File: config.mk
export PLATFORM = sky130hd
export DESIGN_NAME = pic_priority_arbiter
export DESIGN_NICKNAME = d
export VERILOG_FILES = /design/src/rtl/pic_priority_arbiter.sv
export SDC_FILE = /design/constraint.sdc
export NUM_CORES = 1
export LEC_CHECK = 0
export ABC_AREA = 1
export ABC_CLOCK_PERIOD_IN_PS = 5600
export CAP_MARGIN = 20
export CORE_MARGIN = 2
export CORE_UTILIZATION = 52
export DETAILED_ROUTE_END_ITERATION = 8
export PLACE_DENSITY = 0.81
export SLEW_MARGIN = 25
export SYNTH_ARGS = -nofsm -noshare
export SYNTH_HDL_FRONTEND = slang
export SYNTH_SLANG_ARGS = --single-unit
File: constraint.sdc
create_clock -name clk -period 5.6 [get_ports clk]
set_clock_uncertainty 0.05 [all_clocks]
set_input_delay 1.4 -clock clk [delete_from_list [all_inputs] [get_ports clk]]
set_output_delay 1.4 -clock clk [all_outputs]
set_load 0.01 [all_outputs]
File: src/rtl/pic_priority_arbiter.sv
// rtl/pic_priority_arbiter.sv - 8259 PIC request/in-service arbiter with fixed or rotating priority
//
// Holds IRR and ISR. Picks the highest-priority unmasked request in the rotated
// order base+1 .. base (mod 8). Raises a registered interrupt when that request
// outranks everything in service. Commits the winner to ISR on latch_in_service.
//
// Ports:
//   clk, reset_n             clock, asynchronous active-low reset
//   init_clear               ICW1 pulse, synchronous re-initialisation
//   level_edge_triggered     1 = level-sensitive IRR, 0 = rising-edge IRR
//   irq_request, int_mask    raw IR lines and the request mask
//   latch_in_service         commit the current winner to ISR
//   end_of_ack_seq           end of acknowledge; drives automatic EOI
//   auto_eoi_config          automatic EOI enable
//   rotate_on_aeoi           rotate on automatic EOI
//   eoi, rotate_on_eoi       ISR bits to clear, optionally rotating
//   set_priority             load priority_level as the lowest priority
//   interrupt                registered request towards the CPU side
//   irr, isr                 request and in-service registers
//   highest_level_in_service one-hot top-priority ISR bit
//   acknowledge_interrupt    one-hot level taken by the last latch (0 = spurious)
//   interrupt_id             binary index of that level, 7 on spurious

module pic_priority_arbiter #(
   parameter int NUM_IRQ = 8
) (
   input  logic               clk,
   input  logic               reset_n,
   input  logic               init_clear,
   input  logic               level_edge_triggered,
   input  logic [NUM_IRQ-1:0] irq_request,
   input  logic [NUM_IRQ-1:0] int_mask,
   input  logic               latch_in_service,
   input  logic               end_of_ack_seq,
   input  logic               auto_eoi_config,
   input  logic               rotate_on_aeoi,
   input  logic [NUM_IRQ-1:0] eoi,
   input  logic               rotate_on_eoi,
   input  logic               set_priority,
   input  logic [2:0]         priority_level,
   output logic               interrupt,
   output logic [NUM_IRQ-1:0] irr,
   output logic [NUM_IRQ-1:0] isr,
   output logic [NUM_IRQ-1:0] highest_level_in_service,
   output logic [NUM_IRQ-1:0] acknowledge_interrupt,
   output logic [2:0]         interrupt_id
);

   typedef struct packed {
      logic       found;
      logic [2:0] idx;
   } pick_t;

   // Walks the rotated order starting just above the lowest-priority level.
   function automatic pick_t pick_highest(input logic [NUM_IRQ-1:0] v,
                                          input logic [2:0] lowest);
      pick_t      p;
      logic [2:0] pos;
      p.found = 1'b0;
      p.idx   = 3'd7;
      for (int k = 0; k < NUM_IRQ; k++) begin
         pos = lowest + 3'(k) + 3'd1;
         if (!p.found && v[pos]) begin
            p.found = 1'b1;
            p.idx   = pos;
         end
      end
      return p;
   endfunction

   function automatic logic [2:0] lowest_set(input logic [NUM_IRQ-1:0] v);
      logic [2:0] idx;
      idx = 3'd0;
      for (int i = NUM_IRQ - 1; i >= 0; i--) begin
         if (v[i]) idx = 3'(i);
      end
      return idx;
   endfunction

   logic [NUM_IRQ-1:0] irq_prev;
   logic [2:0]         base;

   logic [NUM_IRQ-1:0] candidate;
   pick_t              win;
   pick_t              svc;
   logic [2:0]         win_rank;
   logic [2:0]         svc_rank;
   logic               interrupt_next;
   logic [NUM_IRQ-1:0] latched;
   logic [NUM_IRQ-1:0] aeoi_clear;
   logic [NUM_IRQ-1:0] isr_next;
   logic [NUM_IRQ-1:0] irr_next;
   logic [2:0]         base_next;

   always_comb begin
      candidate = irr & ~int_mask;
      win       = pick_highest(candidate, base);
      svc       = pick_highest(isr, base);

      // Rank 0 is the highest priority in the current rotation.
      win_rank  = win.idx - base - 3'd1;
      svc_rank  = svc.idx - base - 3'd1;

      // Fully nested: only a strictly higher rank than the top in-service level interrupts.
      interrupt_next = win.found && (!svc.found || (win_rank < svc_rank));

      latched    = (latch_in_service && win.found) ? (NUM_IRQ'(1) << win.idx) : '0;
      aeoi_clear = (end_of_ack_seq && auto_eoi_config) ? acknowledge_interrupt : '0;

      // The latched bit is OR-ed last so a same-cycle EOI cannot cancel it.
      isr_next = (isr & ~eoi & ~aeoi_clear) | latched;

      // In edge mode a fresh rising edge re-arms the bit even while it is being latched.
      if (level_edge_triggered) begin
         irr_next = irq_request;
      end else begin
         irr_next = (irq_request & ~irq_prev) | (irr & irq_request & ~latched);
      end

      // Precedence: EOI rotation, then automatic-EOI rotation, then set_priority.
      base_next = base;
      if (rotate_on_eoi && (|eoi)) base_next = lowest_set(eoi);
      if (rotate_on_aeoi && (|aeoi_clear)) base_next = lowest_set(aeoi_clear);
      if (set_priority) base_next = priority_level;

      highest_level_in_service = svc.found ? (NUM_IRQ'(1) << svc.idx) : '0;
   end

   always_ff @(posedge clk or negedge reset_n) begin
      if (!reset_n) begin
         irr                   <= '0;
         isr                   <= '0;
         irq_prev              <= '0;
         acknowledge_interrupt <= '0;
         interrupt             <= 1'b0;
         interrupt_id          <= 3'd7;
         base                  <= 3'd7;
      end else if (init_clear) begin
         irr                   <= '0;
         isr                   <= '0;
         irq_prev              <= '0;
         acknowledge_interrupt <= '0;
         interrupt             <= 1'b0;
         interrupt_id          <= 3'd7;
         base                  <= 3'd7;
      end else begin
         irr       <= irr_next;
         isr       <= isr_next;
         irq_prev  <= irq_request;
         interrupt <= interrupt_next;
         base      <= base_next;
         if (latch_in_service) begin
            acknowledge_interrupt <= latched;
            interrupt_id          <= win.found ? win.idx : 3'd7;
         end
      end
   end

endmodule

==> results of run 1 <==
==> power by group through the flow <==
stage               combinational, W  sequential (W)  clock (W)
floorplan                   0.000646        0.000368          0
global placement            0.000945        0.000364          0
detailed placement          0.000966        0.000364          0
CTS                         0.000973        0.000359   0.000284
global route                 0.00110        0.000367   0.000294
finish                      0.000980        0.000360   0.000281
==> through the flow <==
| step | util | power, W | setup slack (ns) | cell area [um2] |
|---|---|---|---|---|
| 2_1_floorplan | - | 0.00101 | 1.19 | 3490 |
| 6_report | 0.683 | 0.00162 | 0.398 | 4380 |
| 3_3_place_gp | 0.662 | 0.00131 | 0.747 | 4250 |
| 5_1_grt | 0.683 | 0.00176 | 0.0410 | 4380 |
| 3_5_place_dp | 0.662 | 0.00133 | 0.682 | 4250 |
| 4_1_cts | 0.683 | 0.00162 | 0.409 | 4380 |
==> flip-flops by register name (all words and copies together) (netlist names) <==
register               count
isr                        8
interrupt                  1
acknowledge_interrupt      8
irq_prev                   8
interrupt_id               3
base                       3
irr                        8
==> logic make-up (layout without fill, tap and decap cells) <==
family	after synthesis	count (layout)	share of synthesized area
AND/OR/NAND/NOR	327	327	0.433
XOR/XNOR	3	3	0.00968
adder cells (fa/ha/maj)	9	9	0.0366
buffers and inverters	96	169	0.115
flip-flops	39	39	0.282
AO/OA/AOI/OAI	73	73	0.125
==> final timing paths <==
path	end	slack [ns]	cells past startpoint	startpoint
setup / recovery	highest_level_in_service[2]	0.40	19	base[0]$_DFFE_PN1P_
hold / removal	irr[7]$_DFF_PN0_	0.46	3	irq_prev[7]$_DFF_PN0_
setup reg to reg	interrupt$_DFF_PN0_	1.30	22	base[1]$_DFFE_PN1P_
hold reg to reg	irr[7]$_DFF_PN0_	0.46	3	irq_prev[7]$_DFF_PN0_
max in group asynchronous	acknowledge_interrupt[7]$_DFFE_PN0P_	3.78	1	reset_n
min in group asynchronous	irq_prev[2]$_DFF_PN0_	1.17	1	reset_n
==> critical path: stages (launching register included) <==
cell and delay (ns):
dfstp_2 0.54, buf_4 0.25, ha_1 0.25, nand2_1 0.08, nand2_1 0.29, inv_2 0.10
nand2_1 0.14, nand2_1 0.13, nor2_2 0.12, nand2_1 0.10, nor2_4 0.12, nand2_2 0.09
nor2_4 0.12, nand2_2 0.08, nor2_4 0.13, nand2_2 0.10, nand3_4 0.10, inv_2 0.06
nor2_1 0.10, clkdlybuf4s50_1 0.54
==> metal layers <==
layer | wire length (um) | up-vias | part of all wire
li1 | - | 1920 | -
met1 | 4410 | 1829 | 0.41
met2 | 5240 | 188 | 0.49
met3 | 824 | 30 | 0.076
met4 | 303 | 0 | 0.028
met5 | 0 | - | 0
==> layout by cell type, fill, tap and decap left out, types with 6 or more instances in the layout <==
master and instances:
inv_1 73, nand3_1 75, nand2_1 142, clkdlybuf4s50_1 71
ha_1 7, dfstp_2 6, nand4_1 16, dfrtp_1 33
nor2_1 58, inv_2 10, o21ai_1 7, nor2_2 6
nand2_2 13, a21oi_1 20, o21ai_0 20
==> cell type report <==
| cell class | instances | area, um2 |
|---|---|---|
| Clock inverter | 2 | 60.1 |
| Timing Repair Buffer | 76 | 746 |
| Tap cell | 77 | 96.3 |
| Inverter | 85 | 319 |
| Fill cell | 568 | 2040 |
| Sequential cell | 39 | 983 |
| Clock buffer | 6 | 72.6 |
| Multi-Input combinational cell | 412 | 2110 |
==> out/results.ini, run 1 <==
[route]
wl_um=10800
vias_per_cell=5.69
vias=3967
drtIter0Drc=245
drc=0
first_pass_iters=5
wl_per_cell_um=15.5
ant_nets=0

[logic_synthesis]
synth-seq-cells=39
synthFlopType=dfrtp_1
synth.avg_cell_area_um2=6.38
synth.distinct_cells=42
synthArstFlopShare=1.00
synth_top_area_cell=dfrtp_1
yosys_warnings=0
ys_top_cells_by_area=dfrtp_1 24%, nand2_1 15%, nand3_1 11%
netlist_area_um2=3490
synth_common_cells=142 x nand2_1, 75 x nand3_1, 73 x inv_1
synth-edff-count=0
netlist_instances=547
yosysMostFrequentCell=nand2_1
synth_top_area_share=0.237
seq_area_frac_synth=0.282
synth_nets=593

[sta]
fin_crit_sh=0.929
timing.final.crit_period_ns=5.20
finalHoldViolations=0
worst_pin_slew_ns=0.883
finalSetupViolCount=0
slew_headroom=0.411
fin_setup_tns_ns=0
slew_viol_final=0
max_freq_ghz=0.192
holdWs_ns=0.456
rsz0062_at_grt=no

[floorplanning]
die_h_um=85.9
pin_count=73
dieArea_um2=7380
rows=29
die_x_um=85.9
initial_core_util=0.544
core_um2=6420

[power_and_ir_drop]
p_comb_frac=0.604
swShare=0.459
p_leak_nw=2.17
p_int_w=0.000877
pwr-share-seq=0.222
p_per_area_nw_per_um2=370
p_clk_frac=0.173
power.net_switching_w=0.000745
ir_drop_mv=0.203

[global_route]
met3_usage=0.0539
grt_pass1_vias=4022
grt.overflow.total=0
grt_use_total=0.314
grt_use_met2=0.531
antenna_found_initial=0
grtUsageMet1=0.398
top_usage_layer=met2
grt_start_max_net_pins=40
grt_pass1_wl_um=18600

[cts]
cts_hold_buf=0
clockBufferDepth=2
clock-sinks=39
cts_root_buf=clkbuf_8
cts_buffers=5
postCtsSetupBuffers=0
path_clk_slew_ns=0.08
insertion_delay_ns=0.30
cts_tree=built
ctsHtreeMaxLevel=2
cts_resized=0

[cells_and_area]
diodes=0
drive_gt1_frac=0.102
area_growth_pct=25.6
layout.cells.non_filler=697
final_nets=665

[run]
cap_violations=0

[worst_setup_path]
cp_max_fo=20
endpoint_kind=primary output
worstSetupStartpointType=flop
cp.required_ns=4.15
criticalPathCategory=flop to primary output
cp_data_arrival_time_ns=3.75

[placed_design]
routabilityCongestion=1.01
io_buffers=72
dp_hpwl_um=8440
dp_cells=689

[outcome]
status=complete, no violations

[worst_hold_path]
min_path_type=flop to flop

(Power assumes the default switching activity.)
==> inputs of run 2 (changes only) <==
--- a/constraint.sdc
+++ b/constraint.sdc
@@ -4,2 +4,2 @@
 set_output_delay 1.4 -clock clk [all_outputs]
-set_load 0.01 [all_outputs]
+set_load 0.1 [all_outputs]
==> run 2 against run 1 <==
Compared with the run above: worst hold slack improved by 0.0025 ns; combinational power grew 54%; clock power shrank 15%; largest power group unchanged.
==> out/results.ini, run 2 (synthesized netlist as in run 1, its figures left out) <==
[outcome]
status=complete, no violations

[floorplanning]
dieArea_um2=7380
die_x_um=85.9
pin_count=73
initial_core_util=0.544
die_h_um=85.9
core_um2=6420
rows=29

[cells_and_area]
final_cell_area_um2=4440
diodes=0
drive_gt1_frac=0.115
area_growth_pct=27.2
final_common_cell=nand2_1
final_nets=665
final_util=0.692
layout_common_cells=142 x nand2_1, 75 x nand3_1, 73 x inv_1

[global_route]
grt.overflow.total=0
antenna_found_initial=0
grt_pass1_wl_um=18300
grt_start_max_net_pins=40
grt_pass1_vias=3925
grt_use_total=0.310

[route]
wl_um=11000
vias_per_cell=5.73
wl_per_cell_um=15.8
first_pass_iters=5
drc=0
drtIter0Drc=173
vias=3996
ant_nets=0

[worst_setup_path]
cp_data_arrival_time_ns=3.58
cp_max_fo=15
endpoint_kind=primary output
criticalPathCategory=flop to primary output
worstSetupStartpointType=flop
cp.required_ns=4.15

[sta]
fin_setup_tns_ns=0
max_freq_ghz=0.199
slew_viol_final=0
finalSetupViolCount=0
worst_pin_slew_ns=0.982
timing.final.crit_period_ns=5.03
slew_headroom=0.343
finalHoldViolations=0
rsz0062_at_grt=no
fin_crit_sh=0.898

[cts]
ctsHtreeMaxLevel=2
cts_resized=0
cts_root_buf=clkbuf_8
cts_buffers=5
path_clk_slew_ns=0.08
insertion_delay_ns=0.30
cts_tree=built
clock-sinks=39
postCtsSetupBuffers=0
clockBufferDepth=2
cts_hold_buf=0

[placed_design]
routabilityCongestion=1.03
dp_hpwl_um=8460
placed_area_um2=4330
io_buffers=72

[worst_hold_path]
min_path_type=flop to flop

[power_and_ir_drop]
p_per_area_nw_per_um2=476
ir_drop_mv=0.293
p_leak_nw=2.19

[run]
cap_violations=0

[run 2: cell count changes in the layout (fill, tap and decap cells not counted), sizes merged]
cell	change
clkdlybuf4s50	-8
clkinvlp	+1
bufinv	-1
buf	+8
[run 2: layout make-up]
type	instances	area (um2)
clock buffer	6	72.6
clock inverter	2	37.5
fill	561	1980
inverter	85	319
multi-input combinational	412	2110
sequential	39	983
tap	77	96.3
timing repair buffer	76	826
[run 2: layer usage]
metal	GRT usage	part of all wire	vias up
met5	0	0	-
met4	0.108	0.034	0
met3	0.0327	0.055	38
met2	0.550	0.49	184
met1	0.388	0.42	1849
li1	-	-	1925
[run 2: metrics by stage]
stage / worst slack [ns] / total power [W] / cells / hold slack [ns]
finish: 0.572 / 0.00211 / 697 / 0.459
detailed placement: 0.662 / 0.00187 / 689 / 0.448
floorplan: 0.0891 / 0.00145 / 547 / 0.428
global placement: 0.746 / 0.00185 / 689 / 0.435
global route: 0.239 / 0.00223 / 697 / 0.478
CTS: 0.582 / 0.00211 / 697 / 0.463
[run 2: worst paths after layout]
kind                                          endpoint  cells after the start  slack, ns                  start
min in group asynchronous             irr[2]$_DFF_PN0_                      1       1.16                reset_n
min                                   irr[2]$_DFF_PN0_                      3       0.46  irq_prev[2]$_DFF_PN0_
max in group asynchronous        irq_prev[4]$_DFF_PN0_                      1       3.79                reset_n
max                        highest_level_in_service[7]                     20       0.57    base[1]$_DFFE_PN1P_
min reg2reg                           irr[2]$_DFF_PN0_                      3       0.46  irq_prev[2]$_DFF_PN0_
max reg2reg                        interrupt$_DFF_PN0_                     22       1.23    base[1]$_DFFE_PN1P_
[run 2: critical path, stage by stage, from the launching register on]
cell and delay [ns]:
dfstp_2 0.61, inv_1 0.07, ha_1 0.30, inv_2 0.24, nand2_1 0.09, nand2_1 0.23
o21ai_1 0.11, nand2_1 0.10, nand2_2 0.08, nor2_2 0.12, nand2_1 0.10, nor2_4 0.12
nand2_2 0.09, inv_1 0.08, nand3_1 0.07, nand3_1 0.19, nand3_4 0.13, inv_2 0.10
nand2_1 0.05, nor2_1 0.18, buf_12 0.20
[run 2: where the power goes]
group          switching [W]  internal (W)  total [W]
Clock               0.000105      0.000133   0.000238
Sequential         0.0000397      0.000323   0.000363
Combinational        0.00106      0.000447    0.00151
==> inputs of run 3 (changes only) <==
CORE_UTILIZATION = 54   (was 52)
CTS_BUF_LIST = sky130_fd_sc_hd__clkbuf_4 sky130_fd_sc_hd__clkbuf_8   (was default)
GPL_TIMING_DRIVEN = 0   (was default)
PLACE_DENSITY = 0.84   (was 0.81)
SKIP_LAST_GASP = 1   (was default)
==> run 3 against run 2 <==
Compared with the run above: final cell count grew 1.1%; register-to-register slack lost 0.27 ns; via count grew 2.0%; combinational power shrank 5%; routed wire length grew 1.1%; utilization grew 1.3 points; sequential share of layout area is essentially flat; clock power is essentially flat; critical path type unchanged.
==> out/results.ini, run 3 (synthesized netlist as in run 1, its figures left out) <==
[cts]
cts_root_buf=clkbuf_8
cts_tree=built
clockBufferDepth=2
insertion_delay_ns=0.30
cts_buffers=5
cts_hold_buf=0
clock-sinks=39
ctsHtreeMaxLevel=2
path_clk_slew_ns=0.08

[route]
vias=4074
first_pass_iters=5
met3_length_um=797
drc=0
wl_per_cell_um=15.8
drtIter0Drc=370
ant_nets=0
wl_um=11100
wl_met2_um=5510
vias_per_cell=5.78
met1_length_um=4460
highest_layer=met4

[worst_setup_path]
criticalPathCategory=flop to primary output
r2r_cells=26
timing.rr.start=base[1]$_DFFE_PN1P_
worstSetupStartpointType=flop
r2r-end=interrupt$_DFF_PN0_
cp_max_fo=12
reg2reg_slack_ns=0.96
cp.required_ns=4.15
cp_data_arrival_time_ns=3.90
endpoint_kind=primary output

[placed_design]
routabilityCongestion=0.978
io_buffers=72
dp_hpwl_um=8920

[sta]
rsz0062_at_grt=no
slew_viol_final=0
timing.final.crit_period_ns=5.35
fin_setup_tns_ns=0
worst_pin_slew_ns=0.996
fin_crit_sh=0.956
finalSetupViolCount=0
holdWs_ns=0.453
slew_headroom=0.334
max_freq_ghz=0.187
finalHoldViolations=0

[power_and_ir_drop]
swShare=0.590
finalPower_w=0.00204
p_per_area_nw_per_um2=458
p_comb_frac=0.706
pwr-share-seq=0.177
p_clk_frac=0.118
power.net_switching_w=0.00120
p_int_w=0.000835
ir_drop_mv=0.503
p_leak_nw=2.22

[cells_and_area]
final_common_cell=nand2_1
fillCellCount=538
layout_common_cells=142 x nand2_1, 75 x nand3_1, 73 x inv_1
final_util=0.705
final_nets=673
regArea_um2=983
drive_gt1_frac=0.127
multi_input_area_um2=2110
diodes=0
area_growth_pct=27.4

[worst_hold_path]
min_path_type=flop to flop
min_from=irq_prev[2]$_DFF_PN0_
hold_end=irr[2]$_DFF_PN0_
min_path_cells=3

[floorplanning]
core_um2=6310
pin_count=73
die_h_um=84.4
rows=29
dieArea_um2=7120
die_x_um=84.4
initial_core_util=0.553

[global_route]
grt.overflow.total=0
grt_start_max_net_pins=21
grt_pass1_vias=3939
grt_pass1_wl_um=18500
grt_use_total=0.322
antenna_found_initial=0

[outcome]
status=complete, no violations

[run]
cap_violations=0

==> run 3: cell types whose count changed in the layout (fill, tap and decap cells not counted), moves of 2 or more <==
cell	delta
buf_12	-8
clkbuf_4	+4
buf_4	+2
buf_6	+7
==> run 3: layout make-up <==
type / count / share of cell area
Clock inverter: 3 / 0.00985
Timing Repair Buffer: 73 / 0.165
Sequential cell: 39 / 0.221
Clock buffer: 5 / 0.0155
Inverter: 85 / 0.0717
Buffer: 11 / 0.0203
Multi-Input combinational cell: 412 / 0.475
Tap cell: 77 / 0.0217
==> run 3: how the worst max path moves through the flow <==
| stage | startpoint | end | slack [ns] | cells after the start |
|---|---|---|---|---|
| 2_1_floorplan | base[1]$_DFFE_PN1P_ | highest_level_in_service[1] | 0.09 | 19 |
| 3_3_place_gp | base[1]$_DFFE_PN1P_ | highest_level_in_service[7] | -0.57 | 20 |
| 6_report | base[1]$_DFFE_PN1P_ | highest_level_in_service[7] | 0.25 | 20 |
| 3_5_place_dp | base[1]$_DFFE_PN1P_ | highest_level_in_service[4] | -0.64 | 22 |
| 5_1_grt | base[1]$_DFFE_PN1P_ | highest_level_in_service[4] | 0.003 | 22 |
| 4_1_cts | base[1]$_DFFE_PN1P_ | highest_level_in_service[4] | -0.08 | 22 |
==> run 3: repair_timing <==
action,4_1_cts,5_1_grt
buffers inserted,0,0
gates resized for setup,36,28
setup endpoints to repair,8,8
==> run 3: power groups by stage <==
stage / combinational [W] / sequential (W) / clock (W)
finish: 0.00144 / 0.000360 / 0.000239
global route: 0.00156 / 0.000363 / 0.000252
CTS: 0.00140 / 0.000358 / 0.000240
detailed placement: 0.00142 / 0.000363 / 0
global placement: 0.00139 / 0.000362 / 0
floorplan: 0.000879 / 0.000575 / 0
==> run 3: worst max-delay path, stage by stage (launching register included) <==
cell,delay [ns]
dfstp_2,0.61
inv_1,0.16
buf_4,0.24
ha_2,0.40
clkbuf_4,0.23
nand3_1,0.09
o21a_1,0.15
nand2_1,0.13
nand2_1,0.12
nor2_2,0.11
nand2_1,0.10
nor2_4,0.12
nand2_2,0.09
inv_1,0.10
nand3_1,0.08
nand3_1,0.20
nand3_4,0.13
inv_2,0.10
nand2_1,0.05
nor2_1,0.12
buf_6,0.24
==> run 3: stage by stage <==
step | instances | area [um2] | setup slack (ns)
global route | 705 | 4450 | 0.00328
global placement | 696 | 4310 | -0.574
CTS | 705 | 4420 | -0.0757
detailed placement | 697 | 4330 | -0.641
finish | 705 | 4450 | 0.248
floorplan | 547 | 3490 | 0.0891
==> run 3: per-layer routing <==
metal,vias to the layer above,track usage
met1,1874,0.403
met3,33,0.0334
met2,219,0.571
li1,1948,-
met5,-,0
met4,0,0.130
